$ cat src/rtl/ctrl_pipe_chain_pkg.sv
// ctrl_pipe_chain_pkg
//   Shared constants for the control-signal pipeline: stage indices,
//   control-word field offsets and the default write-enable field mask.
package ctrl_pipe_chain_pkg;

  localparam int CTRL_W = 18;

  // stage indices for the default three-stage E/M/W pipe
  localparam int STG_E = 0;
  localparam int STG_M = 1;
  localparam int STG_W = 2;

  // control-word field offsets
  localparam int OFF_ALUOP     = 0;   // 4 bits
  localparam int OFF_SRCSEL    = 4;   // 2 bits
  localparam int OFF_MEMWRITE  = 6;   // 1 bit, write enable
  localparam int OFF_REGWRITE  = 7;   // 1 bit, write enable
  localparam int OFF_RESULTSRC = 8;   // 2 bits
  localparam int OFF_BRANCH    = 10;  // 1 bit
  localparam int OFF_IMMSEL    = 11;  // 3 bits
  localparam int OFF_MISC      = 14;  // 4 bits

  localparam logic [CTRL_W-1:0] WE_MASK_DEF =
    (CTRL_W'(1) << OFF_MEMWRITE) | (CTRL_W'(1) << OFF_REGWRITE);

endpackage

$ cat src/rtl/ctrl_pipe_chain_stage_reg.sv
// ctrl_stage_reg
//   One pipeline stage: W-bit control word plus valid bit.
//   Update priority: reset, kill, hold, bubble, load.
// Ports:
//   clk, rst     clock, synchronous active-low reset
//   kill         clear word and valid (beats hold)
//   hold         keep current contents
//   bubble       load word 0 / valid 0 instead of d/vd
//   d, vd        incoming word and valid
//   q, vq        registered word and valid
module ctrl_stage_reg
  import ctrl_pipe_chain_pkg::*;
#(
  parameter int W = CTRL_W
) (
  input  logic         clk,
  input  logic         rst,
  input  logic         kill,
  input  logic         hold,
  input  logic         bubble,
  input  logic [W-1:0] d,
  input  logic         vd,
  output logic [W-1:0] q,
  output logic         vq
);

  always_ff @(posedge clk) begin
    if (!rst) begin
      q  <= '0;
      vq <= 1'b0;
    end else if (kill) begin
      q  <= '0;
      vq <= 1'b0;
    end else if (hold) begin
      q  <= q;
      vq <= vq;
    end else if (bubble) begin
      q  <= '0;
      vq <= 1'b0;
    end else begin
      q  <= d;
      vq <= vd;
    end
  end

endmodule

$ cat src/rtl/ctrl_pipe_chain.sv
// ctrl_pipe_chain
//   Parametrised control-word pipeline (stage 0 = E) with stall-driven
//   hold/back-pressure, bubble insertion, per-stage flush and a
//   precise-exception kill that also masks write-enable bits.
// Ports:
//   clk, rst     clock, synchronous active-low reset
//   ctrl_in      control word from decode
//   valid_in     decode presents a real instruction
//   ready_in     stage 0 accepts this cycle
//   stall_req    per-stage stall request
//   flush_req    per-stage flush request
//   excpt        exception detected at stage EXC_STAGE
//   ctrl_out     flattened stage words, stage i at [i*W +: W]
//   valid_out    per-stage valid
//   inflight     number of valid stages
//   stall_cnt    saturating count of cycles with stage 0 held
module ctrl_pipe_chain
  import ctrl_pipe_chain_pkg::*;
#(
  parameter int           W         = CTRL_W,
  parameter int           STAGES    = 3,
  parameter int           EXC_STAGE = STG_M,
  parameter logic [W-1:0] WE_MASK   = '0,
  parameter int           CNT_W     = 16
) (
  input  logic                         clk,
  input  logic                         rst,
  input  logic [W-1:0]                 ctrl_in,
  input  logic                         valid_in,
  output logic                         ready_in,
  input  logic [STAGES-1:0]            stall_req,
  input  logic [STAGES-1:0]            flush_req,
  input  logic                         excpt,
  output logic [STAGES*W-1:0]          ctrl_out,
  output logic [STAGES-1:0]            valid_out,
  output logic [$clog2(STAGES+1)-1:0]  inflight,
  output logic [CNT_W-1:0]             stall_cnt
);

  localparam int IW = $clog2(STAGES+1);

  logic [STAGES-1:0] holdVec;
  logic [STAGES-1:0] killVec;
  logic [W-1:0]      stageWord [STAGES];
  logic [STAGES-1:0] stageValid;

  // a stall propagates back-pressure to every stage behind it
  always_comb begin
    holdVec = '0;
    holdVec[STAGES-1] = stall_req[STAGES-1];
    for (int i = STAGES-2; i >= 0; i--) begin
      holdVec[i] = stall_req[i] | holdVec[i+1];
    end
  end

  assign ready_in = ~holdVec[0];

  for (genvar g = 0; g < STAGES; g++) begin : gStage
    logic [W-1:0] dWord;
    logic         dValid;
    logic         bubble;
    logic [W-1:0] weGate;

    assign killVec[g] = flush_req[g] | (excpt & (g <= EXC_STAGE));

    if (g == 0) begin : gHead
      assign dWord  = valid_in ? ctrl_in : '0;
      assign dValid = valid_in;
      assign bubble = 1'b0;
    end else begin : gBody
      assign dWord  = stageWord[g-1];
      assign dValid = stageValid[g-1];
      // held source while this stage advances; hold itself wins inside the reg
      assign bubble = holdVec[g-1];
    end

    ctrl_stage_reg #(.W(W)) uStage (
      .clk    (clk),
      .rst    (rst),
      .kill   (killVec[g]),
      .hold   (holdVec[g]),
      .bubble (bubble),
      .d      (dWord),
      .vd     (dValid),
      .q      (stageWord[g]),
      .vq     (stageValid[g])
    );

    assign weGate = (!stageValid[g] || ((g == EXC_STAGE) && excpt)) ? WE_MASK : '0;
    assign ctrl_out[g*W +: W] = stageWord[g] & ~weGate;
  end

  assign valid_out = stageValid;

  always_comb begin
    inflight = '0;
    for (int i = 0; i < STAGES; i++) begin
      inflight = inflight + IW'(stageValid[i]);
    end
  end

  always_ff @(posedge clk) begin
    if (!rst) begin
      stall_cnt <= '0;
    end else if (holdVec[0] && (stall_cnt != '1)) begin
      stall_cnt <= stall_cnt + 1'b1;
    end
  end

endmodule

$ cat config.mk
export PLATFORM = sky130hd
export DESIGN_NAME = ctrl_pipe_chain
export DESIGN_NICKNAME = d
export VERILOG_FILES = /design/src/rtl/ctrl_pipe_chain_pkg.sv /design/src/rtl/ctrl_pipe_chain_stage_reg.sv /design/src/rtl/ctrl_pipe_chain.sv
export SDC_FILE = /design/constraint.sdc
export NUM_CORES = 1
export LEC_CHECK = 0
export ABC_AREA = 1
export ABC_CLOCK_PERIOD_IN_PS = 2800
export CORE_UTILIZATION = 40
export DETAILED_ROUTE_END_ITERATION = 16
export PLACE_DENSITY = 0.75
export SETUP_SLACK_MARGIN = 0.15
export SLEW_MARGIN = 20
export SYNTH_ARGS = -nofsm -noshare
export SYNTH_HDL_FRONTEND = slang
export SYNTH_SLANG_ARGS = --single-unit
$ cat constraint.sdc
create_clock -name clk -period 2.8 [get_ports clk]
set_input_delay 0.56 -clock clk [delete_from_list [all_inputs] [get_ports clk]]
set_output_delay 0.56 -clock clk [all_outputs]
set_load 0.02 [all_outputs]
==> impl_metrics.json <==
{
  "grt_max_degree": 42,
  "cts_root_buf": "clkbuf_8",
  "die_x_microns": 88.5,
  "io_pins": 104,
  "synthSimpleGateAreaFrac_pct": 28.9,
  "start_util_pct": 41.3,
  "multi_input_area_sq_um": 1340,
  "crit_arrival_ns": 2.01,
  "crit_type": "input port to output port",
  "drive_above_1_share_pct": 5.94,
  "maxSlewViolCount": 0,
  "synth-xor-area-share_pct": 0,
  "period_share_pct": 91.8,
  "grt-ovfl-total": 0,
  "clock_skew_ns": 0.0124,
  "postCtsSetupBuffers": 0,
  "diodes": 0,
  "syn_avg_cell_area_sq_um": 7.36,
  "routed_wl_microns": 7880,
  "min_path_type": "flop to flop",
  "final-seq-area_sq_um": 1460,
  "r2r_slack_ns": 1.08,
  "cp_slowest_cell": "clkdlybuf4s50_1",
  "worst-path-max-fanout": 2,
  "vdd_ir_drop_max_v": 0.000270,
  "viasPerCell": 4.95,
  "worst_slew_pin_slew_ns": 0.707,
  "finalNonFillerCells": 604,
  "seq_power_share_pct": 47.3,
  "hold_viol": 0,
  "die-area_sq_um": 7830,
  "die_h_microns": 88.5,
  "hold_buffers": 0,
  "synth_top_area_share_pct": 48.8,
  "muxShareOfSynthArea_pct": 0,
  "crit_start": "stall_req[1]",
  "status": "finished clean",
  "place_area_sq_um": 4050,
  "syn2layout_area_growth_pct": 43.8,
  "required_ns": 2.24,
  "vias": 2991,
  "fillers": 677,
  "drt_iter0_drc": 176,
  "p_leak_uw": 0.00142,
  "synth_fa_ha_area_share_pct": 1.09,
  "synthDistinctLibCells": 21,
  "rows": 31,
  "endpoint": "ready_in",
  "cts.sinks": 73,
  "yosys_warnings": 0,
  "grt_pass1_vias": 2621,
  "rsz0062_at_grt": "no",
  "finalPower_uw": 2220,
  "h-tree-depth": 3,
  "cp_top_family": "buffers and inverters",
  "combPwrFrac_pct": 6.1,
  "timing.setup.tns_ns": 0,
  "grt_pass1_wl_microns": 12400,
  "setup_violations": 0,
  "grt_util_all_layers_pct": 21.0,
  "port_buffers": 103,
  "place_congestion": 0.820,
  "dp_hpwl_microns": 5530,
  "tritoncts": "yes",
  "post_drt_wl_per_cell_microns": 13.0,
  "cts_buffers": 9,
  "cts_resized": 0,
  "clk_latency_ns": 0.36,
  "fin_nets": 530,
  "antenna_left": 0,
  "core_sq_um": 7250,
  "path_clk_slew_ns": 0.09,
  "p_int_uw": 1720,
  "drc": 0,
  "dr.pass1.iters": 4,
  "fmax_mhz": 389,
  "yosys.area.top_type": "dfxtp_1",
  "rr_worst_depth": 6,
  "antenna_found_initial": 0,
  "relSlewSlack_pct": 52.7,
  "clk_path_buf_depth": 2,
  "synth_compound_area_share_pct": 14.9,
  "powerDensity_nw_per_um2": 515,
  "path_buf_inv": 3,
  "timing.rr.start": "stall_cnt[0]$_SDFFE_PN0P_",
  "path_cells": "clkdlybuf4s50_1 -> nor2_1 -> nand2_1 -> inv_2 -> clkdlybuf4s50_1",
  "regToRegEndpoint": "stall_cnt[15]$_SDFFE_PN0P_",
  "path_common_cell": "clkdlybuf4s50_1",
  "path_depth": 5,
  "placed_cells": 588,
  "synth.area.top_cells": "dfxtp_1 (49%), nand2_1 (14%), a21oi_1 (12%), nand3_1 (6.4%), nor2_1 (5.0%)",
  "crit_path_start_kind": "input port",
  "switching_power_uw": 495,
  "utilization_pct": 59.3,
  "worstSetupEndpointType": "output port",
  "ys_ff_latch": 73,
  "syn_inst": 407,
  "syn_area_sq_um": 2990,
  "final_area_sq_um": 4300,
  "syn-num-nets": 437,
  "slowest_delay_ns": 0.60,
  "power_switching_share_pct": 22.3,
  "synth_top_family_by_area": "simple AND/OR/NAND/NOR gates",
  "maxCapViolCount": 0,
  "yosysSeqAreaShare_pct": 48.8,
  "fin_crit_ns": 2.57,
  "power_frac_clock_pct": 46.6
}
-- worst min-delay path: stages, from the launching register on --
cell	delay, ns
dfxtp_1	0.32
nand2_1	0.06
a21oi_1	0.05
-- how the worst min path moves through the flow --
stage,start,end,slack [ns],cells after the start
after CTS,gStage[2].uStage.q[17]$_SDFFE_PP0N_,gStage[2].uStage.q[17]$_SDFFE_PP0N_,0.47,2
after global placement,gStage[2].uStage.q[2]$_SDFFE_PP0N_,gStage[2].uStage.q[2]$_SDFFE_PP0N_,0.44,2
after detailed placement,gStage[2].uStage.q[17]$_SDFFE_PP0N_,gStage[2].uStage.q[17]$_SDFFE_PP0N_,0.45,2
final,gStage[2].uStage.q[10]$_SDFFE_PP0N_,gStage[2].uStage.q[10]$_SDFFE_PP0N_,0.46,2
after global routing,gStage[2].uStage.q[17]$_SDFFE_PP0N_,gStage[2].uStage.q[17]$_SDFFE_PP0N_,0.48,2
after floorplan,gStage[1].uStage.vq$_SDFFE_PP0N_,gStage[2].uStage.vq$_SDFFE_PP0N_,0.48,2
-- final cells by class --
class                      instances  area share [%]
timing repair buffer             109            25.0
sequential                        73            34.0
clock buffer                      10            3.20
tap                               99            2.88
multi-input combinational        294            31.2
inverter                          13            1.13
clock inverter                     6            2.65
-- state kept, by name, summed over array words and instances, names as in the netlist --
register          flops
gStage.uStage.vq      3
gStage.uStage.q      54
stall_cnt            16
-- synthesized netlist by cell type (all sizes together) --
cell / number
clkbuf: 13
dfxtp: 73
fa: 1
nor2: 44
o21ai: 19
nor3: 2
nand3: 38
nand4: 3
ha: 1
buf: 14
nand2: 116
a21oi: 70
inv: 13
-- cells by family after synthesis --
| logic type | after synthesis |
|---|---|
| compound gates | 89 |
| fa+ha+maj | 2 |
| buf+inv | 40 |
| flops | 73 |
| simple gates | 203 |
-- power by group through the flow --
stage / logic (uW) / registers (uW) / clock network [uW]
floorplan: 63.3 / 1080 / 0
global placement: 133 / 1070 / 0
detailed placement: 135 / 1070 / 0
CTS: 135 / 1050 / 1060
global route: 148 / 1050 / 1100
finish: 135 / 1050 / 1030
-- cell usage in the layout (no fill, tap or decap) --
cell type and instances:
buf_4 6, nor2_2 1, inv_1 12, o21ai_1 2, nand2_1 114, nand4_1 2, clkinvlp_4 2, o21ai_0 17
nand3_1 38, nor3_1 2, nor2_1 40, fa_1 1, clkdlybuf4s50_1 103, inv_6 1, bufinv_16 3, ha_1 1
nand2_2 2, inv_2 1, dfxtp_1 73, nand4_4 1, nor2_4 3, a21oi_1 70, clkbuf_8 10
-- metal layers --
metal	vias up	global-route usage [%]	share of wire, %
met1	1373	24.6	42
met4	0	9.09	2.5
met5	-	0	0
met2	86	36.3	51
met3	16	5.50	4.9
li1	1516	-	-
-- metrics by stage --
step	hold WS (ns)	setup WS [ns]
2_1_floorplan	0.475	1.03
3_3_place_gp	0.442	0.263
3_5_place_dp	0.455	0.215
4_1_cts	0.467	0.206
5_1_grt	0.482	0.172
6_report	0.463	0.229
(Power assumes the default switching activity.)
